==> config.mk <==
export PLATFORM = sky130hd
export DESIGN_NAME = ring_sched
export DESIGN_NICKNAME = d
export VERILOG_FILES = /design/src/rtl/ring_sched_pkg.sv /design/src/rtl/ring_sched_ring_ptr.sv /design/src/rtl/ring_sched.sv
export SDC_FILE = /design/constraint.sdc
export NUM_CORES = 1
export LEC_CHECK = 0
export ABC_AREA = 0
export CAP_MARGIN = 5
export CORE_MARGIN = 5
export CORE_UTILIZATION = 40
export CTS_CLUSTER_DIAMETER = 40
export DETAILED_ROUTE_END_ITERATION = 10
export MAX_ROUTING_LAYER = met4
export PLACE_DENSITY = 0.77
export SYNTH_ARGS = -nofsm -noshare
export SYNTH_HDL_FRONTEND = slang
export SYNTH_SLANG_ARGS = --single-unit
==> constraint.sdc <==
create_clock -name clk -period 2.3 [get_ports clk]
set_input_delay 0.345 -clock clk [delete_from_list [all_inputs] [get_ports clk]]
set_output_delay 0.345 -clock clk [all_outputs]
set_load 0.01 [all_outputs]
==> src/rtl/ring_sched_pkg.sv <==
// Shared types and defaults for the two-channel slot-ring scheduler.
package ring_sched_pkg;

    localparam int unsigned SLOT_AW_DEFAULT = 2;
    localparam int unsigned PTR_W_DEFAULT   = SLOT_AW_DEFAULT + 1;
    localparam int unsigned NUM_CH          = 2;

    typedef enum logic [1:0] {
        ST_IDLE = 2'd0,
        ST_REQ  = 2'd1,
        ST_XFER = 2'd2
    } state_t;

endpackage

==> src/rtl/ring_sched_ring_ptr.sv <==
// One channel's slot ring: write/read pointers with wrap bit, full/empty flags
// and sticky overflow on a commit into a full ring.
module ring_ptr
    import ring_sched_pkg::*;
#(
    parameter int unsigned SLOT_AW = SLOT_AW_DEFAULT
) (
    input  logic             clk,
    input  logic             rst_n,
    input  logic             i_commit,
    input  logic             i_release,
    output logic [SLOT_AW:0] o_wr_ptr,
    output logic [SLOT_AW:0] o_rd_ptr,
    output logic             o_not_full,
    output logic             o_not_empty,
    output logic             o_ovf
);

    localparam int unsigned PTR_W = SLOT_AW + 1;

    logic [PTR_W-1:0] r_wr_ptr;
    logic [PTR_W-1:0] r_rd_ptr;
    logic             r_ovf;
    logic             w_full;
    logic             w_wr_inc;

    // Full when the wrap bits differ but the slot addresses coincide.
    assign w_full   = (r_wr_ptr[PTR_W-1] != r_rd_ptr[PTR_W-1]) &&
                      (r_wr_ptr[SLOT_AW-1:0] == r_rd_ptr[SLOT_AW-1:0]);
    assign w_wr_inc = i_commit && !w_full;

    always_ff @(posedge clk or negedge rst_n) begin
        if (!rst_n) begin
            r_wr_ptr <= '0;
            r_rd_ptr <= '0;
            r_ovf    <= 1'b0;
        end else begin
            if (w_wr_inc) begin
                r_wr_ptr <= r_wr_ptr + PTR_W'(1);
            end
            if (i_commit && w_full) begin
                r_ovf <= 1'b1;
            end
            if (i_release) begin
                r_rd_ptr <= r_rd_ptr + PTR_W'(1);
            end
        end
    end

    assign o_wr_ptr    = r_wr_ptr;
    assign o_rd_ptr    = r_rd_ptr;
    assign o_not_full  = !w_full;
    assign o_not_empty = (r_wr_ptr != r_rd_ptr);
    assign o_ovf       = r_ovf;

endmodule

==> src/rtl/ring_sched.sv <==
// Two-ring slot controller with round-robin egress scheduling over a
// req/ack/done handshake; one slot is in flight at a time.
module ring_sched
    import ring_sched_pkg::*;
#(
    parameter int unsigned SLOT_AW = SLOT_AW_DEFAULT
) (
    input  logic               clk,
    input  logic               rst_n,
    input  logic               wr_commit_0,
    input  logic               wr_commit_1,
    output logic [SLOT_AW:0]   wr_ptr_0,
    output logic [SLOT_AW:0]   wr_ptr_1,
    output logic               wr_greenflag_0,
    output logic               wr_greenflag_1,
    output logic [SLOT_AW:0]   rd_ptr_0,
    output logic [SLOT_AW:0]   rd_ptr_1,
    output logic               rd_greenflag_0,
    output logic               rd_greenflag_1,
    output logic               tx_req,
    output logic               tx_ch,
    output logic [SLOT_AW-1:0] tx_slot,
    input  logic               tx_ack,
    input  logic               tx_done,
    output logic               ovf_0,
    output logic               ovf_1,
    output logic               busy
);

    state_t             r_state;
    state_t             w_next_state;
    logic               r_tx_ch;
    logic [SLOT_AW-1:0] r_tx_slot;
    logic               r_last_ch;

    logic               w_any_ready;
    logic               w_grant_ch;
    logic [SLOT_AW-1:0] w_grant_slot;
    logic               w_release_0;
    logic               w_release_1;
    logic               w_tx_req;
    logic               w_busy;

    ring_ptr #(.SLOT_AW(SLOT_AW)) u_ring_0 (
        .clk         (clk),
        .rst_n       (rst_n),
        .i_commit    (wr_commit_0),
        .i_release   (w_release_0),
        .o_wr_ptr    (wr_ptr_0),
        .o_rd_ptr    (rd_ptr_0),
        .o_not_full  (wr_greenflag_0),
        .o_not_empty (rd_greenflag_0),
        .o_ovf       (ovf_0)
    );

    ring_ptr #(.SLOT_AW(SLOT_AW)) u_ring_1 (
        .clk         (clk),
        .rst_n       (rst_n),
        .i_commit    (wr_commit_1),
        .i_release   (w_release_1),
        .o_wr_ptr    (wr_ptr_1),
        .o_rd_ptr    (rd_ptr_1),
        .o_not_full  (wr_greenflag_1),
        .o_not_empty (rd_greenflag_1),
        .o_ovf       (ovf_1)
    );

    // On a tie the channel that did not win last time is served.
    assign w_any_ready  = rd_greenflag_0 || rd_greenflag_1;
    assign w_grant_ch   = (rd_greenflag_0 && rd_greenflag_1) ? !r_last_ch : rd_greenflag_1;
    assign w_grant_slot = w_grant_ch ? rd_ptr_1[SLOT_AW-1:0] : rd_ptr_0[SLOT_AW-1:0];

    assign w_release_0 = (r_state == ST_XFER) && tx_done && !r_tx_ch;
    assign w_release_1 = (r_state == ST_XFER) && tx_done &&  r_tx_ch;

    always_ff @(posedge clk or negedge rst_n) begin
        if (!rst_n) begin
            r_state <= ST_IDLE;
        end else begin
            r_state <= w_next_state;
        end
    end

    always_comb begin
        w_next_state = r_state;
        case (r_state)
            ST_IDLE: if (w_any_ready) w_next_state = ST_REQ;
            ST_REQ:  if (tx_ack)      w_next_state = ST_XFER;
            ST_XFER: if (tx_done)     w_next_state = ST_IDLE;
            default:                  w_next_state = ST_IDLE;
        endcase
    end

    always_comb begin
        w_tx_req = 1'b0;
        w_busy   = 1'b0;
        case (r_state)
            ST_REQ: begin
                w_tx_req = 1'b1;
                w_busy   = 1'b1;
            end
            ST_XFER: w_busy = 1'b1;
            default: begin
                w_tx_req = 1'b0;
                w_busy   = 1'b0;
            end
        endcase
    end

    always_ff @(posedge clk or negedge rst_n) begin
        if (!rst_n) begin
            r_tx_ch   <= 1'b0;
            r_tx_slot <= '0;
            r_last_ch <= 1'b1;
        end else if ((r_state == ST_IDLE) && w_any_ready) begin
            r_tx_ch   <= w_grant_ch;
            r_tx_slot <= w_grant_slot;
            r_last_ch <= w_grant_ch;
        end
    end

    assign tx_req  = w_tx_req;
    assign busy    = w_busy;
    assign tx_ch   = r_tx_ch;
    assign tx_slot = r_tx_slot;

endmodule

==> impl_metrics.yaml <==
outcome:
  status: "finished, final reports clean"
synthesis:
  synth_largest_area_cell: "dfrtp_1"
  synth.distinct_cells: 32
  synth_cells: 94
  synth_ff_type: "dfrtp_1"
  synth_nets: 109
  async_flop_share: 1.00
  yosys-top-cells-count: "dfrtp_1, xnor2_1, inv_1"
  syn_area_mm2: 0.00113
  ys_top_cells_by_area: "dfrtp_1, ha_1, xnor2_1"
  seq_area_frac_synth: 0.445
  synth_area_per_cell_um2: 12.0
  synth-edff-count: 0
  synth_top_area_share: 0.422
  synth.most_common_cell: "dfrtp_1"
  ys_ff_latch: 20
  synth-warning-count: 0
global_route:
  overflow: 0
  grt_pass1_vias: 888
  grt_pass1_wl_um: 3930
  grt_usage: 0.124
  grt_start_max_net_pins: 21
  antenna_found_initial: 0
detailed_routing:
  routed_wl_um: 2240
  drt_pre_antenna_iters: 4
  ant_nets: 0
  viasPerCell: 5.11
  drc: 0
  wire_per_inst_um: 14.2
  dr.first_iter.drc_count: 28
  vias: 807
setup_path:
  worstPathCellList: "xnor2_2 -> and3_2 -> inv_2 -> clkdlybuf4s50_1"
  critPathLaunchType: "flip-flop"
  end_kind: "output pin"
  rr_worst_depth: 5
  arrival_ns: 1.87
  max_stage_delay_ns: 0.53
  ff2ff_setup_slack_ns: 0.66
  crit_required_ns: 1.96
  path_class: "reg -> out"
  crit_fanout: 6
  critPathSlowestCell: "clkdlybuf4s50_1"
  r2r-end: "r_state[0]$_DFFE_PN0P_"
  r2r_start: "u_ring_0.o_rd_ptr[2]$_DFFE_PN0P_"
cells_and_area:
  final_cells: 158
  n_antenna_cell: 0
  final_nets: 143
  drive_gt1_frac: 0.205
  postLayoutCellArea_mm2: 0.00154
  syn2layout_area_growth_pct: 36.5
place:
  place.port_buffers: 28
  routabilityCongestion: 0.772
  dp_hpwl_um: 1780
  place_area_mm2: 0.00144
  placed_cells: 153
  dp_slack_ns: 0.291
floorplan:
  die_x_um: 63.1
  fp.dieH_um: 63.1
  core_area_mm2: 0.00273
  dieArea_mm2: 0.00398
  ioPinCount: 29
  row_count: 19
  initial_core_util: 0.412
clock_network:
  h-tree-depth: 1
  cts_root_buf: "clkbuf_4"
  path_clk_slew_ns: 0.12
  cts_max_path_buffers: 2
  cts_sinks: 20
  cts_hold_buf: 0
  cts_tree: "done"
  cts_buffers: 3
  clkLatencyLatePin_ns: 0.30
sta:
  fmax_mhz: 452
  maxSlewViolCount: 0
  worst_hold_slack_ns: 0.359
  post-route-period-util: 0.963
  finClkSkew_ns: 0.00408
  setup_viol_count_final: 0
  layout_setup_ws_ns: 0.0856
  slew_headroom: 0.729
  max_slew.worst_pin.slew_ns: 0.403
  fin_crit_ns: 2.21
  final-hold-violation-count: 0
pwr:
  p_total_w: 0.00265
  total_leakage_power_nw: 0.652
  clkPwrFrac: 0.110
  sw_frac_of_total: 0.402
  seq_power_share: 0.296
  p_int_w: 0.00158
  p_switching_w: 0.00106
  p_comb_frac: 0.594
  ir_worst_vdd_uv: 927
  cellPowerDensity_mw_per_mm2: 1720
flow_run:
  cap_violations: 0
worst_hold_path:
  hp-class: "in -> async"
[state kept, by name, indices dropped and copies added, names as in the netlist, 2 cells and up]
signal,cells
u_ring_0.o_rd_ptr,3
r_state,2
tx_slot,2
u_ring_0.o_wr_ptr,3
u_ring_1.o_rd_ptr,3
u_ring_1.o_wr_ptr,3
[repair_timing]
item                       4_1_cts  5_1_grt
gates resized for setup          2        6
pin swaps                        0        1
setup endpoints to repair        1        2
buffers inserted                 0        1
[critical path: cells and delay by family (launching register included)]
kind          cells  cell delay, ns
buf+inv           2            0.63
flops             1            0.48
simple gates      1            0.28
xor+xnor          1            0.17
[layout make-up]
class | instances | area [um^2]
multi-input cells | 61 | 601
well taps | 31 | 38.8
repair buffers | 30 | 298
inverters | 12 | 45.0
clock buffers | 3 | 22.5
flip-flops and latches | 20 | 504
clock inverters | 1 | 30.0
fillers | 232 | 1190
[how the worst max path moves through the flow]
stage / to / depth (start not counted) / start
floorplan: r_state[0]$_DFFE_PN0P_ / 5 / u_ring_1.o_rd_ptr[0]$_DFFE_PN0P_
global placement: rd_greenflag_1 / 4 / u_ring_1.o_rd_ptr[0]$_DFFE_PN0P_
detailed placement: rd_greenflag_1 / 4 / u_ring_1.o_rd_ptr[0]$_DFFE_PN0P_
CTS: rd_greenflag_0 / 4 / u_ring_0.o_rd_ptr[1]$_DFFE_PN0P_
global route: rd_greenflag_1 / 4 / u_ring_1.o_rd_ptr[0]$_DFFE_PN0P_
finish: rd_greenflag_1 / 4 / u_ring_1.o_rd_ptr[0]$_DFFE_PN0P_
[power groups by stage]
stage / sequential [W] / clock [W] / combinational, W
after detailed placement: 0.000767 / 0 / 0.00154
after floorplan: 0.000802 / 0 / 0.000888
after global placement: 0.000757 / 0 / 0.00149
final: 0.000784 / 0.000292 / 0.00157
after CTS: 0.000767 / 0.000302 / 0.00156
after global routing: 0.000821 / 0.000314 / 0.00174
[routing by layer]
metal | part of all wire | track usage | up-vias
li1 | - | - | 397
met1 | 0.45 | 0.157 | 387
met2 | 0.50 | 0.203 | 21
met3 | 0.036 | 0.0266 | 2
met4 | 0.0076 | 0.0318 | 0
met5 | 0 | - | -
[metrics by stage]
stage                     TNS (ns)   util
after global placement           0  0.528
after floorplan                  0      -
final                            0  0.563
after global routing      -0.00277  0.563
after CTS                        0  0.550
after detailed placement         0  0.528
[layout by cell type, fill, tap and decap left out]
cell type	synthesis	final
clkdlybuf4s50_1	0	27
dfrtp_1	19	17
inv_1	11	11
xnor2_1	12	10
ha_1	9	9
nand3_1	4	4
mux2_2	4	4
xnor2_2	1	3
xor2_2	1	3
a31oi_1	3	3
clkbuf_4	0	3
nand3b_1	2	2
nand2_1	2	2
mux2_4	2	2
o21ai_0	2	2
a221oi_1	2	2
a22oi_1	2	2
buf_4	0	2
dfrtp_2	0	2
and3_2	0	1
inv_2	1	1
nor3_4	1	1
nand4_1	1	1
o22ai_1	1	1
a31oi_4	1	1
o31ai_1	1	1
o21ai_2	1	1
a32o_1	1	1
o31a_1	1	1
a21oi_1	1	1
o21bai_1	1	1
a41o_1	1	1
nand4b_1	1	1
bufinv_16	0	1
dlymetal6s2s_1	0	1
dfstp_2	1	1
[kinds of logic after synthesis]
group | after synthesis | share of synthesized area
buffers and inverters | 13 | 0.0499
AOI/OAI and AO/OA | 18 | 0.130
muxes | 6 | 0.0666
xor gates and xnor gates | 16 | 0.138
DFF | 20 | 0.445
and+or+nand+nor | 12 | 0.0710
adders and majority gates | 9 | 0.0999
Note: power is estimated with default switching activity, not from simulation.
